## config.mk

```make
export PLATFORM = sky130hd
export DESIGN_NAME = dram_port_arbiter_flat
export DESIGN_NICKNAME = d
export VERILOG_FILES = /design/src/rtl/dram_port_arbiter_pkg.sv /design/src/rtl/dram_port_arbiter_if.sv /design/src/rtl/dram_port_arbiter_rr_picker.sv /design/src/rtl/dram_port_arbiter.sv /design/src/flat_wrapper.sv
export SDC_FILE = /design/constraint.sdc
export NUM_CORES = 1
export LEC_CHECK = 0
export BUFFER_PORTS_ARGS = -buffer_cell sky130_fd_sc_hd__clkbuf_2
export CORE_AREA = 8 8 152 154
export CTS_BUF_LIST = sky130_fd_sc_hd__clkbuf_2
export DETAILED_ROUTE_END_ITERATION = 8
export DIE_AREA = 0 0 160 162
export HOLD_SLACK_MARGIN = 0.1
export RECOVER_POWER = 25
export SETUP_SLACK_MARGIN = 0.05
export SLEW_MARGIN = 20
export SYNTH_ARGS = -nofsm -noshare
export SYNTH_HDL_FRONTEND = slang
export SYNTH_SLANG_ARGS = --single-unit
```

## constraint.sdc

```tcl
create_clock -name clock -period 3.4 [get_ports clock]
set_input_delay 0.68 -clock clock [delete_from_list [all_inputs] [get_ports clock]]
set_output_delay 0.68 -clock clock [all_outputs]
set_load 0.1 [all_outputs]
```

## src/rtl/dram_port_arbiter_pkg.sv

```systemverilog
// Shared types and default parameters for the DRAM port arbiter.
package dram_arb_pkg;

  localparam int NUM_REQ = 4;
  localparam int ADDR_W  = 32;
  localparam int DATA_W  = 32;
  localparam int TIMEOUT = 1024;

  typedef enum logic [1:0] {
    IDLE,
    ISSUE,
    WAIT
  } state_e;

  typedef enum logic {
    OP_READ,
    OP_WRITE
  } op_e;

endpackage

```

## src/rtl/dram_port_arbiter_if.sv

```systemverilog
// Requester-side and DRAM-master-side buses of the arbiter.
interface dram_req_if #(
  parameter int NUM_REQ = dram_arb_pkg::NUM_REQ,
  parameter int ADDR_W  = dram_arb_pkg::ADDR_W,
  parameter int DATA_W  = dram_arb_pkg::DATA_W
);
  logic [NUM_REQ-1:0]             req_read;
  logic [NUM_REQ-1:0]             req_write;
  logic [NUM_REQ-1:0][ADDR_W-1:0] req_address;
  logic [NUM_REQ-1:0][DATA_W-1:0] req_writedata;
  logic [DATA_W-1:0]              req_readdata;
  logic [NUM_REQ-1:0]             req_dataready;
  logic [NUM_REQ-1:0]             req_writedone;

  // Requesters drive requests; the arbiter answers with completions.
  modport master (
    output req_read, req_write, req_address, req_writedata,
    input  req_readdata, req_dataready, req_writedone
  );
  modport slave (
    input  req_read, req_write, req_address, req_writedata,
    output req_readdata, req_dataready, req_writedone
  );
endinterface

interface dram_mem_if #(
  parameter int ADDR_W = dram_arb_pkg::ADDR_W,
  parameter int DATA_W = dram_arb_pkg::DATA_W
);
  logic              m_read;
  logic              m_write;
  logic [ADDR_W-1:0] m_address;
  logic [DATA_W-1:0] m_writedata;
  logic [DATA_W-1:0] m_readdata;
  logic              m_dataready;
  logic              m_writedone;

  // The arbiter is the master of this bus; DRAM_master is the slave.
  modport master (
    output m_read, m_write, m_address, m_writedata,
    input  m_readdata, m_dataready, m_writedone
  );
  modport slave (
    input  m_read, m_write, m_address, m_writedata,
    output m_readdata, m_dataready, m_writedone
  );
endinterface

```

## src/rtl/dram_port_arbiter_rr_picker.sv

```systemverilog
// Combinational round-robin pick: first set request at or after rr_ptr_i, wrapping.
module rr_picker #(
  parameter  int NUM_REQ = 4,
  localparam int IDX_W   = $clog2(NUM_REQ)
) (
  input  logic [NUM_REQ-1:0] req_i,
  input  logic [IDX_W-1:0]   rr_ptr_i,
  output logic               valid_o,
  output logic [IDX_W-1:0]   idx_o
);

  int               cand;
  logic [IDX_W-1:0] cand_idx;

  always_comb begin
    // NOTE: every output and temporary gets a default first so no path leaves
    // a value unassigned; otherwise a latch is inferred.
    valid_o  = 1'b0;
    idx_o    = '0;
    cand     = 0;
    cand_idx = '0;
    for (int off = 0; off < NUM_REQ; off++) begin
      cand = int'(rr_ptr_i) + off;
      if (cand >= NUM_REQ) cand = cand - NUM_REQ;
      cand_idx = IDX_W'(cand);
      if (!valid_o && req_i[cand_idx]) begin
        valid_o = 1'b1;
        idx_o   = cand_idx;
      end
    end
  end

endmodule

```

## src/rtl/dram_port_arbiter.sv

```systemverilog
// Round-robin arbiter sharing one DRAM master port among NUM_REQ requesters,
// one transaction at a time, with a sticky watchdog on missing completions.
module dram_port_arbiter #(
  parameter  int NUM_REQ = dram_arb_pkg::NUM_REQ,
  parameter  int ADDR_W  = dram_arb_pkg::ADDR_W,
  parameter  int DATA_W  = dram_arb_pkg::DATA_W,
  parameter  int TIMEOUT = dram_arb_pkg::TIMEOUT,
  localparam int IDX_W   = $clog2(NUM_REQ),
  localparam int CNT_W   = $clog2(TIMEOUT)
) (
  input  logic             clock,
  input  logic             reset,
  dram_req_if.slave        req,
  dram_mem_if.master       mem,
  output logic             busy,
  output logic             timeout_err,
  output logic [IDX_W-1:0] grant_id
);
  import dram_arb_pkg::*;

  state_e            state_q;
  op_e               op_q;
  logic [IDX_W-1:0]  grant_q;
  logic [IDX_W-1:0]  rr_ptr_q;
  logic [CNT_W-1:0]  wd_cnt_q;
  logic              m_read_q;
  logic              m_write_q;
  logic [ADDR_W-1:0] addr_q;
  logic [DATA_W-1:0] wdata_q;
  logic              timeout_q;

  logic [NUM_REQ-1:0] req_vec;
  logic               pick_valid;
  logic [IDX_W-1:0]   pick_idx;

  assign req_vec = req.req_read | req.req_write;

  rr_picker #(.NUM_REQ(NUM_REQ)) u_picker (
    .req_i    (req_vec),
    .rr_ptr_i (rr_ptr_q),
    .valid_o  (pick_valid),
    .idx_o    (pick_idx)
  );

  logic               in_wait;
  logic               rd_done;
  logic               wr_done;
  logic               wd_expire;
  logic [NUM_REQ-1:0] grant_oh;
  logic [IDX_W-1:0]   next_ptr;

  // Completions are forwarded combinationally; reset suppresses them at once.
  assign in_wait   = (state_q == WAIT) && !reset;
  assign rd_done   = in_wait && (op_q == OP_READ)  && mem.m_dataready;
  assign wr_done   = in_wait && (op_q == OP_WRITE) && mem.m_writedone;
  assign wd_expire = in_wait && !rd_done && !wr_done &&
                     (wd_cnt_q == CNT_W'(TIMEOUT - 1));
  assign grant_oh  = NUM_REQ'(1) << grant_q;
  assign next_ptr  = (grant_q == IDX_W'(NUM_REQ - 1)) ? '0 : grant_q + 1'b1;

  always_ff @(posedge clock) begin
    // NOTE: state registers use non-blocking assignments so every update in
    // this block sees the pre-edge values, independent of statement order.
    if (reset) begin
      state_q   <= IDLE;
      op_q      <= OP_READ;
      grant_q   <= '0;
      rr_ptr_q  <= '0;
      wd_cnt_q  <= '0;
      m_read_q  <= 1'b0;
      m_write_q <= 1'b0;
      addr_q    <= '0;
      wdata_q   <= '0;
      timeout_q <= 1'b0;
    end else begin
      case (state_q)
        IDLE: begin
          if (pick_valid) begin
            grant_q   <= pick_idx;
            op_q      <= req.req_read[pick_idx] ? OP_READ : OP_WRITE;
            m_read_q  <= req.req_read[pick_idx];
            m_write_q <= !req.req_read[pick_idx];
            addr_q    <= req.req_address[pick_idx];
            wdata_q   <= req.req_writedata[pick_idx];
            state_q   <= ISSUE;
          end
        end
        ISSUE: begin
          m_read_q  <= 1'b0;
          m_write_q <= 1'b0;
          wd_cnt_q  <= '0;
          state_q   <= WAIT;
        end
        WAIT: begin
          if (rd_done || wr_done || wd_expire) begin
            rr_ptr_q <= next_ptr;
            state_q  <= IDLE;
            if (wd_expire) timeout_q <= 1'b1;
          end else begin
            wd_cnt_q <= wd_cnt_q + 1'b1;
          end
        end
        default: state_q <= IDLE;
      endcase
    end
  end

  assign mem.m_read        = m_read_q;
  assign mem.m_write       = m_write_q;
  assign mem.m_address     = addr_q;
  assign mem.m_writedata   = wdata_q;
  assign req.req_dataready = rd_done ? grant_oh : '0;
  assign req.req_writedone = wr_done ? grant_oh : '0;
  assign req.req_readdata  = rd_done ? mem.m_readdata : '0;
  assign busy              = (state_q != IDLE);
  assign timeout_err       = timeout_q;
  assign grant_id          = grant_q;

endmodule

```

## src/flat_wrapper.sv

```systemverilog
// flat-port wrapper written by rule: the top's interface ports become plain ports
module dram_port_arbiter_flat import dram_arb_pkg::*;
#(
  parameter  int NUM_REQ = dram_arb_pkg::NUM_REQ,
  parameter  int ADDR_W  = dram_arb_pkg::ADDR_W,
  parameter  int DATA_W  = dram_arb_pkg::DATA_W,
  parameter  int TIMEOUT = dram_arb_pkg::TIMEOUT,
  localparam int IDX_W   = $clog2(NUM_REQ),
  localparam int CNT_W   = $clog2(TIMEOUT)
)
  (clock, reset, busy, timeout_err, grant_id, req_req_read, req_req_write, req_req_address, req_req_writedata, req_req_readdata, req_req_dataready, req_req_writedone, mem_m_read, mem_m_write, mem_m_address, mem_m_writedata, mem_m_readdata, mem_m_dataready, mem_m_writedone);
  dram_req_if #(.NUM_REQ(NUM_REQ), .ADDR_W(ADDR_W), .DATA_W(DATA_W)) req_i ();
  dram_mem_if #(.ADDR_W(ADDR_W), .DATA_W(DATA_W)) mem_i ();
  input  logic clock;
  input  logic reset;
  output logic busy;
  output logic timeout_err;
  output logic [IDX_W-1:0] grant_id;
  input wire logic [$bits(req_i.req_read)-1:0] req_req_read;
  input wire logic [$bits(req_i.req_write)-1:0] req_req_write;
  input wire logic [$bits(req_i.req_address)-1:0] req_req_address;
  input wire logic [$bits(req_i.req_writedata)-1:0] req_req_writedata;
  output wire logic [$bits(req_i.req_readdata)-1:0] req_req_readdata;
  output wire logic [$bits(req_i.req_dataready)-1:0] req_req_dataready;
  output wire logic [$bits(req_i.req_writedone)-1:0] req_req_writedone;
  output wire logic [$bits(mem_i.m_read)-1:0] mem_m_read;
  output wire logic [$bits(mem_i.m_write)-1:0] mem_m_write;
  output wire logic [$bits(mem_i.m_address)-1:0] mem_m_address;
  output wire logic [$bits(mem_i.m_writedata)-1:0] mem_m_writedata;
  input wire logic [$bits(mem_i.m_readdata)-1:0] mem_m_readdata;
  input wire logic [$bits(mem_i.m_dataready)-1:0] mem_m_dataready;
  input wire logic [$bits(mem_i.m_writedone)-1:0] mem_m_writedone;
  assign req_i.req_read = req_req_read;
  assign req_i.req_write = req_req_write;
  assign req_i.req_address = req_req_address;
  assign req_i.req_writedata = req_req_writedata;
  assign req_req_readdata = req_i.req_readdata;
  assign req_req_dataready = req_i.req_dataready;
  assign req_req_writedone = req_i.req_writedone;
  assign mem_m_read = mem_i.m_read;
  assign mem_m_write = mem_i.m_write;
  assign mem_m_address = mem_i.m_address;
  assign mem_m_writedata = mem_i.m_writedata;
  assign mem_i.m_readdata = mem_m_readdata;
  assign mem_i.m_dataready = mem_m_dataready;
  assign mem_i.m_writedone = mem_m_writedone;
  dram_port_arbiter #(.NUM_REQ(NUM_REQ), .ADDR_W(ADDR_W), .DATA_W(DATA_W), .TIMEOUT(TIMEOUT)) u_core (.clock(clock), .reset(reset), .req(req_i), .mem(mem_i), .busy(busy), .timeout_err(timeout_err), .grant_id(grant_id));
endmodule
```

==> impl_metrics.toml <==
[cts]
cts_buffers = 9
clk_latency_ns = 0.58
cts_tree = "done"
cts_hold_buf = 0
path_clk_slew_ns = 0.23
clock-sinks = 84
clock_path_buffers = 2
cts.root.buffer_cell = "clkbuf_2"
cts_resized = 0
htreeDepth = 3
cts_setup_buffers = 0

[sta]
slew_violations = 48
tns_ns = 0
skew_ns = 0.0474
setup_viol = 0
hold_violations = 0
rsz0062_at_grt = "false"
fin_crit_sh = 0.900
relSlewSlack = -0.0360
whs_ns = 0.370
worst_pin_slew_ns = 1.55
fin_crit_ns = 3.06
clock.fmax_ghz = 0.327

[placed_design]
place_congestion = 0.901
place_hpwl_um = 17400
io_buffers = 409

[synth]
post-synth-top-count-cell = "mux2i_1"
syn-cell-area_mm2 = 0.00545
synthArstFlopShare = 0
syn-mean-instance-area_um2 = 10.0
ys_types = 59
synth_ff_type = "dfxtp_1"
synth_top_area_cell = "dfxtp_1"
netlist.area_leader.share = 0.309
synth.area.top_cells = "dfxtp_1 (31%), mux2i_1 (24%), o221ai_2 (13%)"
ys_seq_area_frac = 0.309
syn_inst = 545
syn-num-nets = 850
yosys_warnings = 0
synth_seq_cells = 84
synth_edf_count = 0
synth_common_cells = "mux2i_1 (130), dfxtp_1 (84), nand2_1 (79), o221ai_2 (46), and2_1 (41)"

[route]
routed-via-count = 5642
wl_per_cell_um = 17.4
drc = 0
drtIter0Drc = 235
dr.pass1.iters = 4
drt-total-wl_um = 21200
viasPerCell = 4.63
ant_nets = 0

[die]
ios = 410
core_area_mm2 = 0.0207
die_y_um = 162
num_rows = 53
die_area_mm2 = 0.0259
initial_utilization = 0.263
fp.dieW_um = 160

[hold_path]
hold_path_class = "in -> reg"

[worst_setup_path]
critical_path.max_fanout = 47
critPathArrivalTime_ns = 3.53
regToRegEndpoint = "u_core.mem.m_read"
cp-startpoint = "req_req_write[1]"
startpoint_type = "input port"
cp.required_ns = 3.87
reg2regPathDepth = 6
worst-r2r-setup-slack_ns = 0.51
crit_end = "u_core.mem.m_read"
reg2reg_from = "u_core.rr_ptr_q[0]"
cp-end-kind = "flip-flop"
critical_path_class = "in -> reg"

[global_routing]
gr-total-overflow = 0
antenna_found_initial = 2
grt_usage = 0.157
grt_pass1_wl_um = 32800
grt_pass1_vias = 5995
grt_max_degree = 83

[finish]
fin_nets = 1242
drive_gt1_frac = 0.493
syn2layout_area_growth_pct = 51.9
fillers = 2106

[power_and_ir_drop]
powerDensity_mw_per_mm2 = 435
ir_drop_v = 0.000221
static-leakage-power_uw = 0.00426

[run_status]
failed_checks = "capacitance limit, slew limit"
status = "complete, but fails checks"

[run]
cap_viol_max_count = 1
[area by class of cell]
class | count | area (µm²) | share of cell area
multi-input cells | 417 | 3410 | 0.412
clock inverters | 7 | 123 | 0.0148
diodes | 1 | 2.50 | 0.000302
clock buffers | 9 | 45.0 | 0.00544
well taps | 275 | 344 | 0.0416
inverters | 6 | 22.5 | 0.00272
flip-flops and latches | 84 | 1680 | 0.203
repair buffers | 419 | 2650 | 0.320
[critical path, cell delays in order]
cell      delay, ns
clkbuf_2       0.11
or4_4          0.57
o2111a_1       0.19
nor2_4         0.15
clkbuf_2       1.11
mux2i_1        0.37
a31o_2         0.34
[registers in the layout, indices dropped and copies added, names as in the netlist]
| name | count |
|---|---|
| u_core.state_q | 2 |
| u_core.mem.m_read | 1 |
| u_core.rr_ptr_q | 2 |
| u_core.wd_cnt_q | 10 |
| u_core.timeout_err | 1 |
| u_core.grant_id | 2 |
| u_core.op_q | 1 |
| u_core.mem.m_address | 32 |
| u_core.mem.m_write | 1 |
| u_core.mem.m_writedata | 32 |
[layer usage]
layer	vias to the layer above	track usage	wire, µm
met4	2	0.0429	308
met5	-	0	9
li1	2839	-	-
met2	205	0.296	11400
met3	18	0.0496	1500
met1	2578	0.164	7970
[stage by stage]
step	cell area, µm²	instances	util	worst slack (ns)	total power (µW)
6_report	8280	1218	0.400	0.340	3600
3_3_place_gp	8180	1201	0.395	0.473	2930
2_1_floorplan	5450	545	-	0.437	2540
4_1_cts	8350	1217	0.403	0.449	3670
5_1_grt	8280	1218	0.400	0.255	3780
3_5_place_dp	8180	1201	0.395	0.413	2940
[kinds of logic (layout without fill, tap and decap cells)]
logic type	after synthesis	in the layout	synth area share
other	0	1	0
buffers and inverters	44	441	0.0670
multiplexers	130	130	0.239
AND/OR/NAND/NOR	166	166	0.150
XOR/XNOR	1	1	0.00161
adder cells (fa/ha/maj)	5	5	0.0115
AO/OA/AOI/OAI	115	115	0.222
flip-flops	84	84	0.309
[layout by cell type, fill, tap and decap left out, types with 6 or more instances in the layout]
cell,Yosys,final
buf_12,8,38
dfxtp_1,84,84
clkbuf_2,0,355
clkbuf_1,12,29
inv_1,5,6
o221ai_2,46,45
o221ai_1,17,18
and2_1,41,40
nand3_1,8,8
nor2_1,15,14
nand2_1,79,78
buf_4,0,6
a21oi_1,15,15
mux2i_1,130,130
[how the worst min path moves through the flow]
| stage | end | cells after the start | slack [ns] | from |
|---|---|---|---|---|
| after floorplan | u_core.wd_cnt_q[9] | 2 | 0.45 | u_core.wd_cnt_q[9] |
| after global placement | u_core.mem.m_writedata[15] | 2 | 0.44 | u_core.mem.m_writedata[15] |
| after detailed placement | u_core.mem.m_address[0] | 2 | 0.45 | u_core.mem.m_address[0] |
| after CTS | u_core.rr_ptr_q[1] | 2 | 0.28 | reset |
| after global routing | u_core.mem.m_address[16] | 3 | 0.27 | req_req_address[112] |
| final | u_core.rr_ptr_q[0] | 2 | 0.37 | reset |
[where the power goes]
group / internal (µW) / total (µW) / switching, µW / leakage [µW]
clock network: 321 / 706 / 385 / 0.0000891
logic: 435 / 1720 / 1280 / 0.00348
registers: 1100 / 1180 / 72.0 / 0.000692
No activity file was read; power rests on OpenSTA's default activity.
